### config.mk
export PLATFORM = sky130hd
export DESIGN_NAME = spi_master
export DESIGN_NICKNAME = d
export VERILOG_FILES = /design/src/rtl/spi_master.sv
export SDC_FILE = /design/constraint.sdc
export NUM_CORES = 1
export LEC_CHECK = 0
export BUFFER_PORTS_ARGS = -buffer_cell sky130_fd_sc_hd__buf_2
export CAP_MARGIN = 10
export CELL_PAD_IN_SITES_DETAIL_PLACEMENT = 1
export CELL_PAD_IN_SITES_GLOBAL_PLACEMENT = 1
export CORE_ASPECT_RATIO = 0.7
export CORE_MARGIN = 8
export CORE_UTILIZATION = 46
export CTS_CLUSTER_SIZE = 8
export DETAILED_ROUTE_END_ITERATION = 10
export PLACE_DENSITY_LB_ADDON = 0.25
export SLEW_MARGIN = 30
export SYNTH_ARGS = -nofsm -noshare
export SYNTH_HDL_FRONTEND = slang
export SYNTH_SLANG_ARGS = --single-unit
### constraint.sdc
create_clock -name clk -period 2.05 [get_ports clk]
set_input_delay 0.3075 -clock clk [delete_from_list [all_inputs] [get_ports clk]]
set_output_delay 0.3075 -clock clk [all_outputs]
set_load 0.005 [all_outputs]
### src/rtl/spi_master.sv
// spi_master: SPI mode-0 initiator for a single slave.
// Runs one 8-bit full-duplex frame per accepted start and returns the received
// byte with a one-cycle done pulse. SCLK and CS are derived from clk.
// Optional build macro: SPI_MASTER_MSB_FIRST_EN selects MSB-first frames
// (default build is LSB first; timing and handshakes are identical).
module spi_master #(
    parameter int CLK_DIV = 2
) (
    input  logic       clk,
    input  logic       reset,
    input  logic       start,
    input  logic [7:0] masterDataToSend,
    input  logic       MISO,
    output logic       SCLK,
    output logic       CS,
    output logic       MOSI,
    output logic [7:0] masterDataReceived,
    output logic       busy,
    output logic       done
);

    typedef enum logic [1:0] {
        IDLE  = 2'd0,
        SETUP = 2'd1,
        SHIFT = 2'd2,
        HOLD  = 2'd3
    } state_t;

    // Terminal value of the half-period counter.
    localparam logic [7:0] DIV_LAST = 8'(CLK_DIV - 1);

    state_t     state_r,    state_s;
    logic [7:0] half_cnt_r, half_cnt_s;
    logic [3:0] bit_cnt_r,  bit_cnt_s;
    logic [7:0] tx_r,       tx_s;
    logic [7:0] rx_r,       rx_s;
    logic [7:0] rx_out_r,   rx_out_s;
    logic       sclk_r,     sclk_s;
    logic       cs_r,       cs_s;
    logic       mosi_r,     mosi_s;
    logic       busy_r,     busy_s;
    logic       done_r,     done_s;
    logic       half_last_s;

    // Map frame bit position (0 = first on the wire) to byte bit index.
    function automatic logic [2:0] lane(input logic [2:0] pos);
`ifdef SPI_MASTER_MSB_FIRST_EN
        return 3'd7 - pos;
`else
        return pos;
`endif
    endfunction

    // Next-state and next-output logic for the frame sequencer.
    always_comb begin
        state_s     = state_r;
        half_cnt_s  = half_cnt_r;
        bit_cnt_s   = bit_cnt_r;
        tx_s        = tx_r;
        rx_s        = rx_r;
        rx_out_s    = rx_out_r;
        sclk_s      = sclk_r;
        cs_s        = cs_r;
        mosi_s      = mosi_r;
        busy_s      = busy_r;
        done_s      = 1'b0;
        half_last_s = (half_cnt_r == DIV_LAST);

        case (state_r)
            IDLE: begin
                half_cnt_s = 8'd0;
                if (start) begin
                    tx_s      = masterDataToSend;
                    cs_s      = 1'b0;
                    mosi_s    = masterDataToSend[lane(3'd0)];
                    busy_s    = 1'b1;
                    bit_cnt_s = 4'd0;
                    rx_s      = 8'h00;
                    state_s   = SETUP;
                end else begin
                    cs_s   = 1'b1;
                    sclk_s = 1'b0;
                end
            end
            SETUP: begin
                if (half_last_s) begin
                    // First rising SCLK edge: sample bit 0 from the slave.
                    half_cnt_s                  = 8'd0;
                    sclk_s                      = 1'b1;
                    rx_s[lane(bit_cnt_r[2:0])]  = MISO;
                    state_s                     = SHIFT;
                end else begin
                    half_cnt_s = half_cnt_r + 8'd1;
                end
            end
            SHIFT: begin
                if (half_last_s) begin
                    half_cnt_s = 8'd0;
                    sclk_s     = ~sclk_r;
                    if (!sclk_r) begin
                        // Rising edge: capture MISO.
                        rx_s[lane(bit_cnt_r[2:0])] = MISO;
                    end else begin
                        // Falling edge: advance to the next bit or finish.
                        bit_cnt_s = bit_cnt_r + 4'd1;
                        if (bit_cnt_r == 4'd7) begin
                            state_s = HOLD;
                        end else begin
                            mosi_s = tx_r[lane(bit_cnt_r[2:0] + 3'd1)];
                        end
                    end
                end else begin
                    half_cnt_s = half_cnt_r + 8'd1;
                end
            end
            HOLD: begin
                if (half_last_s) begin
                    half_cnt_s = 8'd0;
                    cs_s       = 1'b1;
                    busy_s     = 1'b0;
                    done_s     = 1'b1;
                    rx_out_s   = rx_r;
                    state_s    = IDLE;
                end else begin
                    half_cnt_s = half_cnt_r + 8'd1;
                end
            end
            default: begin
                state_s    = IDLE;
                half_cnt_s = 8'd0;
                bit_cnt_s  = 4'd0;
                sclk_s     = 1'b0;
                cs_s       = 1'b1;
                busy_s     = 1'b0;
            end
        endcase
    end

    // State and output registers; reset discards any partial frame.
    always_ff @(posedge clk or negedge reset) begin
        if (!reset) begin
            state_r    <= IDLE;
            half_cnt_r <= 8'd0;
            bit_cnt_r  <= 4'd0;
            tx_r       <= 8'h00;
            rx_r       <= 8'h00;
            rx_out_r   <= 8'h00;
            sclk_r     <= 1'b0;
            cs_r       <= 1'b1;
            mosi_r     <= 1'b0;
            busy_r     <= 1'b0;
            done_r     <= 1'b0;
        end else begin
            state_r    <= state_s;
            half_cnt_r <= half_cnt_s;
            bit_cnt_r  <= bit_cnt_s;
            tx_r       <= tx_s;
            rx_r       <= rx_s;
            rx_out_r   <= rx_out_s;
            sclk_r     <= sclk_s;
            cs_r       <= cs_s;
            mosi_r     <= mosi_s;
            busy_r     <= busy_s;
            done_r     <= done_s;
        end
    end

    assign SCLK               = sclk_r;
    assign CS                 = cs_r;
    assign MOSI               = mosi_r;
    assign masterDataReceived = rx_out_r;
    assign busy               = busy_r;
    assign done               = done_r;

endmodule

Word level (Yosys, flattened, before mapping). Index checks and enable logic that the tools add are counted.

Register bits after elaboration: 43. Input port bits: 12. Output and inout bits: 13. Logic and storage cells: 86.

Add/subtract/negate cells: 3. Order comparisons: 3. Equality and inequality tests: 14. Multiplexer cells: 39. Bitwise operators: 1. Reduce and logical (&&, ||, !) cells: 15.

Operators by type and width (number): $mux W8 (5); $pmux W8 S3 (1); $ne A2 B2 Y1 const B (9); $pmux W8 S2 (1); $mux W1 (14); $mux W2 (6); $mux W4 (3); $reduce_and A5 Y1 (2); $add A8 B1 Y8 const B (1); $bwmux W8 (1); $eq A8 B1 Y1 const B (1); $lt A3 B4 Y1 const B (2); $pmux W2 S4 (1); $pmux W4 S2 (1); $reduce_and A4 Y1 (2); $pmux W1 S2 (3); $reduce_and A2 Y1 (3); $reduce_and A6 Y1 (1); $add A4 B1 Y4 const B (1); $eq A2 B2 Y1 const B (2); $eq A4 B3 Y1 const B (1); $reduce_bool A2 Y1 (2); $add A3 B1 Y3 const B (1); $bmux W1 S3 (1); other kinds (10) (10).

Logic depth before layout (Yosys ltp). Gate-level depths: netlist of run 1.

Depth in word-level cells: 8. Gate-level depth with buffers: 8. Depth with buffers taken out: 6.

Least setup slack after synthesis of run 1. Ideal clock, no wire load.

Kind: register to register. Start: register half_cnt_r[1]. End: register rx_r[0]. Library setup time: 0.126 ns. Data arrival time: 1.768 ns. Data required time: 1.924 ns. Slack: 0.156 ns. Cell stages (with the launch flop): 8. Buffers on the path: 1. Period minus slack after synthesis: 1.894 ns. Cell sequence: dfrtp_1 inv_1 ha_1 nor3b_2 a21oi_2 or3_1 buf_6 a221o_1.

Cells in the longest elaborated chain, start to end: 3. Elaborated cells between the ends (all ways): 4. Classes of those cells: eq/ne: 3; reduce/logical: 1.

Ends and longest elaborated chain: start, declared (line 33) `logic [7:0] half_cnt_r, half_cnt_s;`; start signal, assigned (line 155) `half_cnt_r <= half_cnt_s;`; $eq A8 B1 Y1 * (line 67) `half_last_s = (half_cnt_r == DIV_LAST);`; $ne A2 B2 Y1 (no line); $reduce_and A5 Y1 (no line) *; end signal, assigned (line 158) `rx_r <= rx_s;`; end, declared (line 36) `logic [7:0] rx_r, rx_s;`.

Mark *: on every way between the ends. The rest lies on a longest branch, timed or not. A chain may end at the register's enable or synchronous reset.

Worst setup path in the final report of run 1.
Start: register state_r[0]. End: register bit_cnt_r[3].

Cells in the longest elaborated chain, start to end: 3. Elaborated cells between the ends (all ways): 8. Classes of those cells: eq/ne: 4; mux: 1; reduce/logical: 3.

Ends and longest elaborated chain: start, declared (line 32) `state_t state_r, state_s;`; start signal, assigned (line 154) `state_r <= state_s;`; $eq A2 B2 Y1 or $logic_not A2 Y1 (tied branches) (line 69) `case (state_r)`; $ne A2 B2 Y1 (no line) or $reduce_bool A2 Y1 (tied branches); $reduce_and A4 Y1 (no line); end signal, assigned (line 156) `bit_cnt_r <= bit_cnt_s;`; end, declared (line 34) `logic [3:0] bit_cnt_r, bit_cnt_s;`.

Several ways; a longest one is shown, not always the timed one.

==> flow_summary_export.csv, run 1 <==
group,metric,value,unit
routing,drt-vias-per-instance,5.72,
layout,drive_above_1_share,29.0,%
worst_setup_path,reg2reg_from,"state_r[0]",
sta,setup_viol,0,
floorplan,fp.dieW,98.2,um
min_path,worstHoldPathCells,2,
worst_setup_path,cp.required,2.27,ns
power,power_density,1530,nW/um^2
yosys,synth_top_family_by_area,"simple AND/OR/NAND/NOR gates",
routing,remaining_drc_errors,0,
place,dp_hpwl,3710,um
layout,n_antenna_cell,0,
yosys,synthXorXnorAreaFrac,2.82,%
place,place_ws,-0.00985,ns
worst_setup_path,rr_worst_depth,6,
sta,timing.hold.ws,0.238,ns
yosys,synth.top_cell.area_share,48.3,%
clocking,clockRootBuffer,"clkbuf_8",
power,ir_drop,0.605,mV
routing,drt_iter0_drc,38,
sta,worstMarginPinSlew,0.522,ns
grt,grtUsageTotal,15.5,%
place,dpl_cell_area,2390,sq um
grt,antenna_found_initial,0,
grt,grt_pass1_wl,8870,um
sta,final-hold-violation-count,0,
routing,routedWlPerCell,17.9,um
sta,fin_crit_sh,94.7,%
yosys,netlist_area,2180,sq um
floorplan,core-area,4680,sq um
yosys,synthSimpleGateAreaFrac,15.3,%
clocking,htree_num_levels,2,
worst_setup_path,worst_setup_path_end_kind,"flip-flop",
status,status,"complete, no violations",
min_path,hold_end,"tx_r[5]",
floorplan,die_h,73.6,um
layout,syn_to_final_growth,15.4,%
clocking,clock_latency,0.30,ns
min_path,hp-start,"masterDataToSend[5]",
yosys,synth_nets,213,
floorplan,rows,21,
worst_setup_path,setup.worst_path.class,"reg -> reg",
layout,nets,243,
flow_run,drv_cap,0,
clocking,tritoncts,"built",
yosys,synthArstFlopShare,100,%
yosys,ys_top_cells_by_area,"dfrtp_1, mux2_2, ha_1",
yosys,netlist_instances,193,
clocking,clk_pin_slew,0.08,ns
clocking,cts_setup_buffers,0,
floorplan,io_pins,25,
worst_setup_path,start_kind,"flip-flop",
sta,period_minus_slack,1.94,ns
routing,vias,1607,
place,gp_congestion,0.810,
min_path,hold_path.class,"in -> reg",
worst_setup_path,path_max_fanout,6,
power,p_leak,1.18,nW
power,fin_total_pwr,0.00384,W
layout,fin_util,53.7,%
yosys,synth-edff-count,0,
yosys,synth.area.mux_share,12.2,%
yosys,ys_warn_count,0,
sta,timing.fmax,515,MHz
sta,fin_ws,0.108,ns
yosys,yosys.cell_types.count,41,
routing,drt-total-wl,5020,um
grt,first_global_vias,1793,
yosys,synth_compound_area_share,12.6,%
grt,grt_max_degree,44,
layout,design_area,2510,sq um
yosys,synth_fa_ha_area_share,4.60,%
yosys,synth-seq-cells,43,
yosys,synth_top_area_cell,"dfrtp_1",
clocking,clockBufferDepth,2,
clocking,cts_sinks,43,
worst_setup_path,cp.arrival,2.16,ns
yosys,synth_flop_cell,"dfrtp_1",
layout,fill_cells,524,
routing,ant_nets,0,
sta,skew,0.00339,ns
yosys,syn_avg_cell_area,11.3,sq um
floorplan,start_util,46.5,%
yosys,synthTopCellsByCount,"dfrtp_1, mux2_2, nand2_1, nor2_1, o21ai_0",
routing,drt_first_pass_iters,4,
sta,report.final.slew_viol_count,0,
worst_setup_path,reg2reg_slack,0.11,ns
sta,maxSlewHeadroom,65.0,%
yosys,yosysSeqAreaShare,49.5,%
sta,rsz0062_at_grt,"true",
clocking,cts_made_buffers,5,
worst_setup_path,r2r_end,"bit_cnt_r[3]",
grt,overflow,0,
place,portBuffers,24,
floorplan,fp.dieArea,7230,sq um
yosys,synth_most_common_cell,"dfrtp_1",
## stage by stage
stage                     instances  TNS [ns]
after floorplan                 193         0
final                           281         0
after detailed placement        272   -0.0108
after global placement          272         0
after global routing            281   -0.0168
after CTS                       281         0
## critical path, cell delays in order, from the launching register on
cell and delay [ns]:
dfrtp_1 0.41, inv_1 0.14, ha_1 0.27, nor2b_1 0.22, a31oi_1 0.14, or4_1 0.51, a21boi_0 0.18
## timing repair
action | CTS | global route
hold endpoints to repair | 42 | 0
hold buffers | 1 | 0
gates resized for setup | 1 | 3
endpoints found under the setup margin | 2 | 10
cloned | 0 | 0
pin swaps | 0 | 1
## kinds of logic (layout without fill, tap and decap cells)
family	Yosys count	in the layout
AOI/OAI and AO/OA	38	38
muxes	22	22
xor gates and xnor gates	7	7
DFF	43	43
and+or+nand+nor	60	60
buffers and inverters	15	46
adders and majority gates	8	8
## per-layer routing
layer | GRT usage [%] | vias up | part of all wire, %
met4 | 4.57 | 0 | 1.2
li1 | - | 754 | -
met2 | 25.6 | 26 | 47
met1 | 20.1 | 820 | 48
met5 | 0 | - | 0
met3 | 3.41 | 7 | 3.4
## registers in the layout, indices dropped and copies added, names as in the netlist
name,flops
state_r,2
bit_cnt_r,4
rx_r,8
busy,1
tx_r,8
half_cnt_r,8
MOSI,1
CS,1
done,1
masterDataReceived,8
SCLK,1
## worst max path at each step
| stage | from | endpoint | slack [ns] | depth (start not counted) |
|---|---|---|---|---|
| floorplan | half_cnt_r[1] | rx_r[0] | 0.16 | 7 |
| global placement | half_cnt_r[1] | rx_r[1] | 0.11 | 6 |
| detailed placement | half_cnt_r[1] | rx_r[1] | -0.01 | 6 |
| CTS | state_r[0] | rx_r[0] | 0.02 | 6 |
| global route | half_cnt_r[1] | bit_cnt_r[3] | -0.02 | 6 |
| finish | state_r[0] | bit_cnt_r[3] | 0.11 | 6 |
## cell type report
cell class | instances | area, sq um | share of cell area, %
flip-flops and latches | 43 | 1080 | 42.9
multi-input cells | 135 | 1050 | 41.8
repair buffers | 31 | 188 | 7.47
clock buffers | 8 | 100 | 3.98
well taps | 57 | 71.3 | 2.84
inverters | 7 | 26.3 | 1.05
## placed cells by master, fill, tap and decap left out, drive strengths merged, types with 2 or more instances in the layout
cell type  count
a21oi          2
a221o          2
a22o           7
and2           2
and3           3
buf           30
clkbuf         8
dfrtp         42
ha             8
inv            7
mux2          17
mux2i          3
mux4           2
nand2         16
nand2b         5
nand3          4
nand3b         3
nand4          2
nor2          13
o211ai         4
o21ai         10
o31ai          8
or3            2
or3b           2
xnor2          3
xor2           4
## power breakdown
group / switching (W) / internal (W)
Clock: 0.000284 / 0.000308
Sequential: 0.000250 / 0.00118
Combinational: 0.000953 / 0.000860
Note: power is estimated with default switching activity, not from simulation.
==> run 2, diff against run 1 <==
--- a/config.mk
+++ b/config.mk
@@ -5,7 +5,7 @@
 export SDC_FILE = /design/constraint.sdc
 export NUM_CORES = 1
 export LEC_CHECK = 0
-export BUFFER_PORTS_ARGS = -buffer_cell sky130_fd_sc_hd__buf_2
+export BUFFER_PORTS_ARGS = -buffer_cell sky130_fd_sc_hd__clkbuf_2
 export CAP_MARGIN = 10
 export CELL_PAD_IN_SITES_DETAIL_PLACEMENT = 1
 export CELL_PAD_IN_SITES_GLOBAL_PLACEMENT = 1
@@ -14,7 +14,7 @@
 export CORE_UTILIZATION = 46
 export CTS_CLUSTER_SIZE = 8
 export DETAILED_ROUTE_END_ITERATION = 10
-export PLACE_DENSITY_LB_ADDON = 0.25
+export PLACE_DENSITY_LB_ADDON = 0.1
 export SLEW_MARGIN = 30
 export SYNTH_ARGS = -nofsm -noshare
 export SYNTH_HDL_FRONTEND = slang
==> flow_summary_export.csv, run 2 (synthesis gave the netlist of run 1 again) <==
group,metric,value,unit
floorplan,start_util,46.5,%
place,dpl_cell_area,2400,sq um
sta,worstMarginPinSlew,0.591,ns
routing,drt-vias-per-instance,5.74,
place,gp_congestion,0.811,
power,power_density,1530,nW/um^2
status,status,"complete, no violations",
grt,grtUsageTotal,15.4,%
routing,routedWlPerCell,17.9,um
power,fin_total_pwr,0.00385,W
floorplan,io_pins,25,
sta,rsz0062_at_grt,"true",
place,dp_hpwl,3870,um
floorplan,core-area,4680,sq um
worst_setup_path,cp.arrival,2.11,ns
layout,design_area,2510,sq um
grt,grt_max_degree,23,
worst_setup_path,setup.worst_path.class,"reg -> reg",
clocking,clockRootBuffer,"clkbuf_8",
layout,syn_to_final_growth,15.4,%
clocking,clockBufferDepth,2,
layout,drive_above_1_share,30.7,%
worst_setup_path,cp.required,2.23,ns
sta,timing.hold.ws,0.0000410,ns
routing,vias,1619,
grt,overflow,0,
layout,n_antenna_cell,0,
sta,timing.fmax,518,MHz
floorplan,die_h,73.6,um
routing,drt_first_pass_iters,4,
worst_setup_path,worst_setup_path_end_kind,"flip-flop",
floorplan,fp.dieW,98.2,um
clocking,tritoncts,"built",
floorplan,fp.dieArea,7230,sq um
place,portBuffers,24,
clocking,cts_sinks,43,
grt,grt_pass1_wl,8790,um
worst_setup_path,path_max_fanout,8,
sta,report.final.slew_viol_count,0,
power,ir_drop,0.554,mV
sta,fin_crit_sh,94.1,%
routing,drt_iter0_drc,46,
worst_setup_path,crit_chain,"inv_1 -> ha_1 -> nor3b_4 -> a21oi_2 -> or3_4 -> a221o_1",
sta,setup_viol,0,
worst_setup_path,cpMaxStageDelayCell,"or3_4",
clocking,cts_made_buffers,5,
clocking,clock_latency,0.29,ns
sta,skew,0.00345,ns
routing,remaining_drc_errors,0,
routing,drt-total-wl,5050,um
sta,maxSlewHeadroom,60.6,%
clocking,htree_num_levels,2,
layout,layout_common_cells,"dfrtp_1, clkbuf_2, mux2_2",
worst_setup_path,crit_path_max_incr_delay,0.44,ns
routing,ant_nets,0,
layout,nets,244,
floorplan,rows,21,
power,p_leak,1.18,nW
grt,first_global_vias,1747,
sta,final-hold-violation-count,0,
min_path,hold_path.class,"in -> async",
grt,antenna_found_initial,0,
flow_run,drv_cap,0,
worst_setup_path,reg2reg_slack,0.12,ns
sta,period_minus_slack,1.93,ns
worst_setup_path,start_kind,"flip-flop",
sta,setup-tns-final,0,ns
layout,layout.cells.most_common,"dfrtp_1",
clocking,clk_pin_slew,0.08,ns
## run 2: cell types whose count changed in the layout (fill, tap and decap cells not counted), sizes merged
| cell | change |
|---|---|
| clkbuf | +23 |
| dlygate4sd3 | -1 |
| clkinv | +1 |
| buf | -22 |
## run 2: final timing paths
kind | start | depth (start not counted) | end
worst max-delay path | half_cnt_r[1] | 6 | rx_r[0]
min in group clk | masterDataToSend[1] | 2 | tx_r[1]
worst min register to register | masterDataReceived[4] | 1 | masterDataReceived[4]
worst min-delay path | reset | 1 | tx_r[7]
worst max register to register | half_cnt_r[1] | 6 | rx_r[0]
max in group asynchronous | reset | 2 | CS
## run 2: layout make-up
class | instances | area, sq um
clock inverters | 1 | 5.00
multi-input cells | 135 | 1060
fillers | 507 | 2160
clock buffers | 7 | 76.3
inverters | 7 | 26.3
flip-flops and latches | 43 | 1080
repair buffers | 32 | 193
well taps | 57 | 71.3
## run 2: where the power goes
part           internal (W)  switching (W)  total (W)  leakage [nW]
logic              0.000909       0.000981    0.00189         0.585
registers           0.00118       0.000255    0.00144         0.549
clock network      0.000239       0.000282   0.000521        0.0422
## run 2: worst max-delay path, delay by kind of cell, from the launching register on
family | cells | cell delay (ns)
fa+ha+maj | 1 | 0.13
compound gates | 2 | 0.49
flops | 1 | 0.41
simple gates | 2 | 0.71
buf+inv | 1 | 0.07
## run 2: timing repair
action,CTS,global route
setup buffers,0,1
gates resized for setup,1,6
pin swaps,0,1
hold buffers,0,0
endpoints found under the setup margin,2,10
## run 2: metrics by stage
stage / util, % / worst slack [ns] / instances
2_1_floorplan: - / 0.156 / 193
3_3_place_gp: 51.2 / 0.123 / 273
3_5_place_dp: 51.2 / -0.0263 / 273
4_1_cts: 53.1 / 0.00645 / 281
5_1_grt: 53.7 / 0.00196 / 282
6_report: 53.7 / 0.120 / 282
## run 2: metal layers
| metal | GRT usage (%) | vias up | wire length, um |
|---|---|---|---|
| met4 | 6.09 | 0 | 47 |
| met1 | 20.1 | 830 | 2360 |
| li1 | - | 755 | - |
| met3 | 4.35 | 5 | 232 |
| met5 | 0 | - | 0 |
| met2 | 23.7 | 29 | 2400 |
